[config.mk]
export PLATFORM = sky130hd
export DESIGN_NAME = urcpu_alu
export DESIGN_NICKNAME = d
export VERILOG_FILES = /design/src/rtl/urcpu_alu.sv
export SDC_FILE = /design/constraint.sdc
export NUM_CORES = 1
export LEC_CHECK = 0
export BUFFER_PORTS_ARGS = -buffer_cell sky130_fd_sc_hd__buf_2
export CORE_MARGIN = 2
export CORE_UTILIZATION = 63
export DETAILED_ROUTE_END_ITERATION = 6
export PLACE_DENSITY_LB_ADDON = 0.2
export SYNTH_ARGS = -nofsm -noshare
export SYNTH_HDL_FRONTEND = slang
export SYNTH_SLANG_ARGS = --single-unit
[constraint.sdc]
create_clock -name clk -period 1.9 [get_ports clk]
set_clock_uncertainty 0.15 [all_clocks]
set_input_delay 0.285 -clock clk [delete_from_list [all_inputs] [get_ports clk]]
set_output_delay 0.285 -clock clk [all_outputs]
set_load 0.05 [all_outputs]
[src/rtl/urcpu_alu.sv]
// Registered 20-bit integer ALU: one-cycle add/sub/logic/shift/compare with status flags.
// Define ALU_MULDIV_EN to implement MUL (opcode 4) and DIV (opcode 5); otherwise they are no-ops.
module urcpu_alu (
    input  logic        clk,
    input  logic        rst,
    input  logic        enable,
    input  logic [4:0]  instruction,
    input  logic [19:0] arg0,
    input  logic [19:0] arg1,
    input  logic        carry_in,
    output logic [19:0] res0,
    output logic [19:0] res1,
    output logic        carry_out,
    output logic        overflow_out,
    output logic        underflow_out,
    output logic        sign_out,
    output logic        zero_out
);

    typedef enum logic [4:0] {
        OP_ADD = 5'd0,  OP_ADC = 5'd1,  OP_SUB = 5'd2,  OP_SBB = 5'd3,
        OP_MUL = 5'd4,  OP_DIV = 5'd5,  OP_AND = 5'd6,  OP_OR  = 5'd7,
        OP_XOR = 5'd8,  OP_NOT = 5'd9,  OP_SHL = 5'd10, OP_SHR = 5'd11,
        OP_SAR = 5'd12, OP_CMP = 5'd13
    } op_e;

    // {overflow, underflow} of an exact signed result against the 20-bit range
    function automatic logic [1:0] range_flags(input logic signed [21:0] v);
        range_flags = {v > 22'sd524287, v < -22'sd524288};
    endfunction

    logic signed [21:0] s_add, s_adc, s_sub, s_sbb, s_a, s_b, s_c;
    logic [20:0]        u_add, u_adc, u_sub, u_sbb;
    logic [20:0]        shl_full, shr_full;
    logic signed [20:0] sar_full;
    logic [4:0]         amt;

    logic [19:0] n_res0, n_res1;
    logic        n_carry, n_ovf, n_unf, n_sign, n_zero;
    logic        sz_from_res;

    assign s_a = $signed({{2{arg0[19]}}, arg0});
    assign s_b = $signed({{2{arg1[19]}}, arg1});
    assign s_c = $signed({21'd0, carry_in});

    assign s_add = s_a + s_b;
    assign s_adc = s_a + s_b + s_c;
    assign s_sub = s_a - s_b;
    assign s_sbb = s_a - s_b - s_c;

    // Bit 20 of the 21-bit unsigned result is the carry, or the borrow after wraparound
    assign u_add = {1'b0, arg0} + {1'b0, arg1};
    assign u_adc = {1'b0, arg0} + {1'b0, arg1} + {20'd0, carry_in};
    assign u_sub = {1'b0, arg0} - {1'b0, arg1};
    assign u_sbb = {1'b0, arg0} - {1'b0, arg1} - {20'd0, carry_in};

    // Shifting through one extra bit position exposes the last bit shifted out
    assign amt      = arg1[4:0];
    assign shl_full = {1'b0, arg0} << amt;
    assign shr_full = {arg0, 1'b0} >> amt;
    assign sar_full = $signed({arg0, 1'b0}) >>> amt;

`ifdef ALU_MULDIV_EN
    logic [39:0] prod;
    logic [19:0] quo, rem;
    assign prod = {20'd0, arg0} * {20'd0, arg1};
    assign quo  = (arg1 == 20'd0) ? 20'hFFFFF : arg0 / arg1;
    assign rem  = (arg1 == 20'd0) ? arg0 : arg0 % arg1;
`endif

    always_comb begin
        n_res0      = res0;
        n_res1      = res1;
        n_carry     = carry_out;
        n_ovf       = overflow_out;
        n_unf       = underflow_out;
        n_sign      = sign_out;
        n_zero      = zero_out;
        sz_from_res = 1'b1;
        case (instruction)
            OP_ADD: begin
                n_res0 = u_add[19:0]; n_res1 = '0; n_carry = u_add[20];
                {n_ovf, n_unf} = range_flags(s_add);
            end
            OP_ADC: begin
                n_res0 = u_adc[19:0]; n_res1 = '0; n_carry = u_adc[20];
                {n_ovf, n_unf} = range_flags(s_adc);
            end
            OP_SUB: begin
                n_res0 = u_sub[19:0]; n_res1 = '0; n_carry = u_sub[20];
                {n_ovf, n_unf} = range_flags(s_sub);
            end
            OP_SBB: begin
                n_res0 = u_sbb[19:0]; n_res1 = '0; n_carry = u_sbb[20];
                {n_ovf, n_unf} = range_flags(s_sbb);
            end
`ifdef ALU_MULDIV_EN
            OP_MUL: begin
                n_res0 = prod[19:0]; n_res1 = prod[39:20];
                n_carry = |prod[39:20]; n_ovf = |prod[39:20]; n_unf = 1'b0;
            end
            OP_DIV: begin
                n_res0 = quo; n_res1 = rem; n_carry = 1'b0;
                n_ovf = (arg1 == 20'd0); n_unf = 1'b0;
            end
`endif
            OP_AND, OP_OR, OP_XOR, OP_NOT: begin
                n_res1 = '0; n_carry = 1'b0; n_ovf = 1'b0; n_unf = 1'b0;
                case (instruction)
                    OP_AND:  n_res0 = arg0 & arg1;
                    OP_OR:   n_res0 = arg0 | arg1;
                    OP_XOR:  n_res0 = arg0 ^ arg1;
                    default: n_res0 = ~arg0;
                endcase
            end
            OP_SHL, OP_SHR, OP_SAR: begin
                n_res1 = '0; n_ovf = 1'b0; n_unf = 1'b0;
                if (amt >= 5'd20) begin
                    n_carry = 1'b0;
                    n_res0  = (instruction == OP_SAR) ? {20{arg0[19]}} : 20'd0;
                end else if (instruction == OP_SHL) begin
                    n_carry = shl_full[20]; n_res0 = shl_full[19:0];
                end else if (instruction == OP_SHR) begin
                    n_carry = shr_full[0];  n_res0 = shr_full[20:1];
                end else begin
                    n_carry = sar_full[0];  n_res0 = sar_full[20:1];
                end
            end
            OP_CMP: begin
                sz_from_res = 1'b0;
                n_carry = u_sub[20];
                {n_ovf, n_unf} = range_flags(s_sub);
                n_sign = u_sub[19];
                n_zero = (u_sub[19:0] == 20'd0);
            end
            default: sz_from_res = 1'b0;
        endcase
        if (sz_from_res) begin
            n_sign = n_res0[19];
            n_zero = (n_res0 == 20'd0);
        end
    end

    // Output register stage
    always_ff @(posedge clk or posedge rst) begin
        if (rst) begin
            res0          <= '0;
            res1          <= '0;
            carry_out     <= 1'b0;
            overflow_out  <= 1'b0;
            underflow_out <= 1'b0;
            sign_out      <= 1'b0;
            zero_out      <= 1'b0;
        end else if (enable) begin
            res0          <= n_res0;
            res1          <= n_res1;
            carry_out     <= n_carry;
            overflow_out  <= n_ovf;
            underflow_out <= n_unf;
            sign_out      <= n_sign;
            zero_out      <= n_zero;
        end
    end

endmodule

==> Implementation_results.wiki, run 1 <==
{| class="wikitable"
! Metric !! Value
|-
| I/O Buffers || 73
|-
| Cell Rows || 44
|-
| Post-CTS setup repair buffer count || 49
|-
| Detailed placer's ending HPWL || 40,200 um
|-
| Width of the die || 125 um
|-
| Exit stage || clock tree synthesis
|-
| Number of flops mapped to enable cells by yosys || 0
|-
| Routability cong. || 1.32
|-
| Dominant combinational cell family by area after synthesis || compound AO/OA/AOI/OAI gates
|-
| Most instantiated flip-flop cell in the synthesis netlist || dfrtp_1
|-
| Most repeated cell in the gate-level netlist after synthesis || nor2_1
|-
| First Error || [ERROR DPL-0038] Utilization greater than 100%, impossible to legalize
|-
| Xor-xnor portion of the synthesized cell area || 5.13%
|-
| Synth Area in Adders || around a tenth
|-
| Post-CTS sizing || 193
|-
| Bufs on Longest Clock Path || 2
|-
| Share of synthesized area spent on multiplexers || 13.3%
|-
| Result of the run || stopped before the end
|-
| Total CTS buffers || 3
|-
| Number of register bits inferred by synthesis || 25
|-
| Area of the mapped netlist || 9240 um^2
|-
| Synth unique cells || approximately 110
|-
| Area share of the largest cell type after synthesis || 10.0%
|-
| Post-detailed-placement cell area || 13,400 um^2
|-
| Cell type with the largest total area after synthesis || mux4_2
|-
| Complex-gate fraction of the synthesized area || 31.9%
|-
| Area contributors post-synth || mux4_2 (10%), ha_1 (9.2%), dfrtp_1 (6.8%)
|-
| Average cell area after synthesis || 7.40 um^2
|-
| Sequential fraction of the synthesis area || 6.77%
|-
| Cts-stage hold buffer count || 1
|-
| DIE HEIGHT || approximately 130 um
|-
| Starting density of the core || 64.0%
|-
| Most frequent cells after synthesis || nor2_1 (136), a21oi_1 (91), nand2_1 (89)
|-
| Proportion of register bits with asynchronous set or reset after synthesis || 100%
|-
| Clock Sinks || 25
|-
| Cell count after synthesis || approximately 1,200
|-
| Simple-gate area share of the yosys netlist || between 20% and 30%
|-
| Num ports || 94
|-
| Number of warnings reported in the yosys synthesis log || 0
|-
| Depth of the CTS H-tree || 1
|-
| Cell chosen for the clock root || clkbuf_16
|}
## per-stage QoR
stage	cells	setup WS (ns)	utilization, %	hold WS (ns)
floorplan	1267	-1.90	-	0.162
global placement	1893	-2.12	92.7	0.183
detailed placement	1893	-2.31	92.7	0.191
## cells by family after synthesis
kind of cell | count (synthesis)
adders and majority gates | 70
AOI/OAI and AO/OA | 408
and+or+nand+nor | 447
DFF | 25
other | 1
buffers and inverters | 177
muxes | 70
xor gates and xnor gates | 50
==> run 2, diff against run 1 <==
CORE_UTILIZATION = 40   (was 63)
PLACE_DENSITY_LB_ADDON = 0.15   (was 0.2)
==> Implementation_results.wiki, run 2 <==
{| class="wikitable"
! Metric !! Value
|-
| Worst slew margin || 23.9%
|-
| I/O Buffers || 73
|-
| Iteration-0 DRC Markers || around 1,300
|-
| Worst endpoint required time || 1.89 ns
|-
| Clock edge transition at the registers on the reported setup and hold paths || 0.06 ns
|-
| Final Hold Fails || 0
|-
| Tcrit/Tclk final || 197%
|-
| Comb pwr share || 83.7%
|-
| Max Fclk || between 200 and 300 MHz
|-
| Count of pins over their slew limit || 0
|-
| Most repeated cell in the gate-level netlist after synthesis || nor2_1
|-
| Failing checks || negative setup slack
|-
| Final #Nets || between 1,500 and 2,000
|-
| Number of register bits inferred by synthesis || 25
|-
| Number of warnings reported in the yosys synthesis log || 0
|-
| Routed Antenna Nets || 0
|-
| Most frequent cells after synthesis || nor2_1 (136), a21oi_1 (91), nand2_1 (89)
|-
| Detailed placer's ending HPWL || 40,400 um
|-
| Depth of the CTS H-tree || 1
|-
| Antenna violations before repair || 1
|-
| Cell chosen for the clock root || clkbuf_16
|-
| Width of the die || 156 um
|-
| Worst ir drop on vdd || 553 uV
|-
| Most instantiated flip-flop cell in the synthesis netlist || dfrtp_1
|-
| Area contributors post-synth || mux4_2 (10%), ha_1 (9.2%), dfrtp_1 (6.8%)
|-
| Clock Sinks || 25
|-
| Proportion of register bits with asynchronous set or reset after synthesis || 100%
|-
| Leading cell type in the layout, fill and taps excluded || buf_4
|-
| Wire length after detailed routing || between 50,000 and 60,000 um
|-
| Worst setup slack for register-to-register paths || -0.02 ns
|-
| Overall fraction of global-route tracks in use || 39.5%
|-
| Cell Rows || 55
|-
| Cell depth of the worst flop-to-flop path || 7
|-
| Worst setup path class || input pin to flop
|-
| Max-cap violations || 0
|-
| Termination of the worst setup path || zero_out
|-
| Layout cells sized above 1 || 52.0%
|-
| Launching element type of the critical path || input pin
|-
| WL per Instance || about 24 um
|-
| Reg power frac || roughly a tenth
|-
| Number of detailed-routing iterations run before antenna repair || 6
|-
| Hold crit path type || input pin to flop
|-
| Slowest cell on the critical path || or4_4
|-
| Vias in the first global route || roughly 12,000
|-
| Largest Register || res0
|-
| Clk_lat worst skew || 0.25 ns
|-
| Leakage component of the power || 7.11 nW
|-
| Crit path from || arg1[1]
|-
| Total CTS buffers || 3
|-
| Average cell area after synthesis || 7.40 um^2
|-
| Net switching power of the design || 3.50 mW
|-
| Cell area after layout || 16,000 um^2
|-
| Area of the mapped netlist || 9240 um^2
|-
| Flip-flop count of the largest register after layout || 20
|-
| Reg-to-Reg End || zero_out
|-
| Core area || 22,600 um^2
|-
| Power per cell area || 450 nW/um^2
|-
| Wire length of the first global-routing pass || 73,300 um
|-
| Result of the run || finished with violations
|-
| Area share of the largest cell type after synthesis || 10.0%
|-
| Drt drc || 0
|-
| Starting density of the core || about two fifths
|-
| Final setup violating endpoints || 25
|-
| Number of diodes || 0
|-
| Num ports || 94
|-
| Number of vias per cell after detailed routing || ~6
|-
| Startpoint of the worst-slack reg-to-reg timing path || res0[1]
|-
| Sort of element at the end of the critical path || flop
|-
| Cell count after synthesis || approximately 1,200
|-
| Clock tree from TritonCTS || yes
|-
| Routability cong. || 1.04
|-
| Most used cells in the layout excluding fill and tap cells || buf_4 (568), nor2_1 (124), nand2_1 (86)
|-
| Min Tclk post-route || 3.74 ns
|-
| Largest fanout on the critical path || 4
|-
| Worst stage delay on the critical path || 0.50 ns
|-
| Sequential fraction of the synthesis area || 6.77%
|-
| Total via count after detailed routing || 13,000
|-
| Area growth from synthesis to layout || 73.0%
|-
| Largest net degree at the start of global routing || 26
|-
| DIE HEIGHT || 156 um
|-
| Internal power contribution || 3.69 mW
|-
| Bufs on Longest Clock Path || 2
|-
| Total global routing overflow || 0
|-
| Final WS setup || -1.84 ns
|-
| Post-detailed-placement cell area || 14,100 um^2
|-
| Transition time at the pin with the least slew margin || 1.13 ns
|-
| Number of flops mapped to enable cells by yosys || 0
|-
| Number of fill cells || 1,865
|-
| Die outline area || 24,300 um^2
|-
| Data arrival time of the critical path || approximately 3.7 ns
|-
| Synth unique cells || roughly 110
|-
| Setup repair after global routing missed its margin || true
|-
| Cell Chain, Critical Path || buf_12, clkinv_8, ha_4, or2_4, a2111o_1, buf_6, a21boi_4, nor3_4, nor4_4, buf_4, nand4_4, or4_4, xnor2_2, o211a_4, a41oi_1, o21ai_1
|-
| Net switching share of the total power || roughly half
|-
| Portion of total power attributed to the clock network || 6.4%
|-
| Total design power || just over 7 mW
|-
| Cell type with the largest total area after synthesis || mux4_2
|}
==> run 2: cell counts after synthesis <==
No cell type changed its count.
==> run 2: per-layer routing <==
| layer | vias to the layer above | share of wire [%] | track usage, % |
|---|---|---|---|
| met3 | 130 | 10 | 7.58 |
| met2 | 722 | 43 | 61.2 |
| met1 | 6229 | 42 | 54.4 |
| li1 | 5908 | - | - |
| met4 | 2 | 4.6 | 14.5 |
| met5 | - | 0.034 | 0 |
==> run 2: power groups by stage <==
stage / registers, mW / logic (mW) / clock network, mW
6_report: 0.712 / 6.02 / 0.459
5_1_grt: 0.724 / 6.31 / 0.489
4_1_cts: 0.711 / 5.55 / 0.468
3_5_place_dp: 0.719 / 5.04 / 0
3_3_place_gp: 0.717 / 4.99 / 0
2_1_floorplan: 1.08 / 2.41 / 0
==> run 2: logic make-up after synthesis <==
| logic type | count (synthesis) | share of synthesized area, % |
|---|---|---|
| muxes | 70 | 13.3 |
| other | 1 | 0.0406 |
| and+or+nand+nor | 447 | 24.8 |
| DFF | 25 | 6.77 |
| buffers and inverters | 177 | 8.51 |
| xor gates and xnor gates | 50 | 5.13 |
| AOI/OAI and AO/OA | 408 | 31.9 |
| adders and majority gates | 70 | 9.65 |
==> run 2: critical path, delay by kind of cell <==
kind / cells / cell delay (ns)
and+or+nand+nor: 5 / 1.23
adders and majority gates: 1 / 0.21
AOI/OAI and AO/OA: 5 / 1.30
xor gates and xnor gates: 1 / 0.16
buffers and inverters: 4 / 0.52
==> run 2: final cells by class <==
class                      count  area (um^2)  area share (%)
clock inverter                 1         7.51          0.0470
multi-input combinational   1066         9350            58.5
timing repair buffer         681         5270            33.0
inverter                      66          298            1.86
clock buffer                   3         75.1           0.470
sequential                    25          626            3.91
tap                          285          357            2.23
==> run 2: worst min path at each step <==
stage                       from            to  slack [ns]  cells after the start
after CTS                 enable      res0[15]        0.26                      3
after detailed placement     rst  overflow_out        0.19                      3
final                     enable      res0[15]        0.28                      3
after global placement       rst  overflow_out        0.19                      3
after floorplan              rst     carry_out        0.16                      1
after global routing      enable      res0[19]        0.28                      3
==> run 2: metrics by stage <==
step / hold slack (ns) / instances / TNS [ns] / worst slack (ns) / utilization [%]
CTS: 0.264 / 2102 / -29.41 / -1.68 / 67.6
finish: 0.277 / 2127 / -32.54 / -1.84 / 70.6
detailed placement: 0.188 / 2060 / -42.86 / -2.34 / 62.1
global placement: 0.188 / 2060 / -41.74 / -2.27 / 62.1
global route: 0.281 / 2127 / -34.73 / -1.99 / 70.6
floorplan: 0.162 / 1267 / -29.88 / -1.90 / -
==> run 2: what timing repair did <==
action                                  4_1_cts  5_1_grt
gates cloned                                  2        0
endpoints found under the setup margin       25       25
gates resized for setup                     177       90
endpoints found under the hold margin        25        0
hold buffers                                  1        0
pin swaps                                    82       65
setup buffers                                38       29
(Power assumes the default switching activity.)
==> run 3, diff against run 2 <==
CELL_PAD_IN_SITES_DETAIL_PLACEMENT = 0   (was not set)
CELL_PAD_IN_SITES_GLOBAL_PLACEMENT = 2   (was not set)
CORE_UTILIZATION = 36   (was 40)
SKIP_CTS_REPAIR_TIMING = 1   (was not set)
==> Implementation_results.wiki, run 3 (synthesis gave the netlist of run 2 again) <==
{| class="wikitable"
! Metric !! Value
|-
| Cell Rows || 58
|-
| Num ports || 94
|-
| Launching element type of the critical path || input pin
|-
| Tcrit/Tclk final || 194%
|-
| Leading cell type in the layout, fill and taps excluded || buf_4
|-
| Setup repair after global routing missed its margin || true
|-
| Wire length of the first global-routing pass || 70,100 um
|-
| Number of detailed-routing iterations run before antenna repair || 5
|-
| Max Fclk || between 200 and 300 MHz
|-
| Starting density of the core || 36.7%
|-
| Largest Register || res0
|-
| Min Tclk post-route || 3.69 ns
|-
| Final #Nets || 1,914
|-
| Transition time at the pin with the least slew margin || 1.01 ns
|-
| Post-detailed-placement cell area || between 10,000 and 15,000 um^2
|-
| Routability cong. || 1.07
|-
| Antenna violations before repair || 0
|-
| Flip-flop count of the largest register after layout || 20
|-
| I/O Buffers || 73
|-
| Routed Antenna Nets || 0
|-
| Worst ir drop on vdd || 717 uV
|-
| Cell chosen for the clock root || clkbuf_16
|-
| Area growth from synthesis to layout || 66.5%
|-
| Clock edge transition at the registers on the reported setup and hold paths || approximately 0.060 ns
|-
| Vias in the first global route || around 12,000
|-
| Failing checks || negative setup slack
|-
| Worst endpoint required time || 1.89 ns
|-
| Total CTS buffers || 3
|-
| Sort of element at the end of the critical path || flop
|-
| Count of pins over their slew limit || 0
|-
| Leakage component of the power || 6.76 nW
|-
| Final Hold Fails || 0
|-
| DIE HEIGHT || around 160 um
|-
| Wire length after detailed routing || 48,100 um
|-
| Number of fill cells || 2,263
|-
| Most used cells in the layout excluding fill and tap cells || buf_4 (526), nor2_1 (125), nand2_1 (85)
|-
| Final setup violating endpoints || 25
|-
| Largest net degree at the start of global routing || 26
|-
| Clock Sinks || 25
|-
| Core area || 25,200 um^2
|-
| Hold crit path type || input pin to flop
|-
| Total global routing overflow || 0
|-
| Number of vias per cell after detailed routing || 5.99
|-
| Overall fraction of global-route tracks in use || 34.2%
|-
| Result of the run || finished with violations
|-
| Final WS setup || -1.79 ns
|-
| Iteration-0 DRC Markers || between 1,500 and 2,000
|-
| Drt drc || 0
|-
| Depth of the CTS H-tree || 1
|-
| Post-route setup TNS || -31.16 ns
|-
| Total via count after detailed routing || 12,700
|-
| Power per cell area || 442 nW/um^2
|-
| Detailed placer's ending HPWL || 39,800 um
|-
| Largest fanout on the critical path || 4
|-
| WL per Instance || 22.6 um
|-
| Layout cells sized above 1 || 50.0%
|-
| Number of diodes || 0
|-
| Data arrival time of the critical path || 3.68 ns
|-
| Width of the die || 164 um
|-
| Post-layout util || 61.1%
|-
| Bufs on Longest Clock Path || 2
|-
| Clock tree from TritonCTS || yes
|-
| Clk_lat worst skew || 0.25 ns
|-
| Max-cap violations || 0
|-
| Cell area after layout || about 15,000 um^2
|-
| Die outline area || 27,000 um^2
|-
| Worst setup path class || input pin to flop
|-
| Worst setup slack before clock tree synthesis || -2.42 ns
|-
| Worst slew margin || a little under a third
|}
-- run 3: worst paths after layout --
check | start | to | slack [ns] | cells past startpoint
max reg2reg | res0[1] | zero_out | 0.07 | 7
min reg2reg | sign_out | sign_out | 0.34 | 2
max in group asynchronous | rst | res0[5] | 0.90 | 4
min | enable | res0[13] | 0.27 | 3
min in group asynchronous | rst | overflow_out | 0.46 | 4
max | arg0[0] | zero_out | -1.79 | 17
-- run 3: power breakdown --
part | switching, mW | total (mW) | internal, mW
Clock | 0.176 | 0.459 | 0.283
Sequential | 0.0836 | 0.719 | 0.636
Combinational | 3.08 | 5.62 | 2.54
-- run 3: cell type report --
| class | count | area, um^2 | share of cell area [%] |
|---|---|---|---|
| clock buffers | 3 | 75.1 | 0.488 |
| clock inverters | 1 | 5.00 | 0.0325 |
| inverters | 66 | 308 | 2.00 |
| multi-input cells | 1066 | 9060 | 58.9 |
| flip-flops and latches | 25 | 626 | 4.07 |
| well taps | 330 | 413 | 2.68 |
| repair buffers | 633 | 4890 | 31.8 |
-- run 3: stage by stage --
step	total power, mW	std cells	hold slack (ns)
after global routing	7.15	2124	0.286
after floorplan	3.49	1267	0.162
after detailed placement	5.68	2093	0.200
after CTS	6.15	2097	-0.0712
final	6.80	2124	0.274
after global placement	5.61	2093	0.190
-- run 3: per-layer routing --
layer / GRT usage (%) / vias to the layer above / wire length (um)
li1: - / 5808 / -
met1: 47.9 / 6055 / 20200
met2: 52.9 / 758 / 21200
met3: 5.03 / 98 / 4540
met4: 13.3 / 0 / 2230
met5: 0 / - / 0
-- run 3: critical path, stage by stage --
cell	delay (ns)
buf_12	0.11
inv_12	0.03
ha_4	0.15
inv_2	0.05
fa_2	0.24
nand2b_4	0.09
a2111o_1	0.49
a31o_4	0.29
nand4bb_1	0.21
a22oi_2	0.30
nand3_2	0.14
or4_4	0.57
xnor2_2	0.15
o211a_4	0.25
a2bb2oi_2	0.16
nand4_1	0.10
o21ai_1	0.07
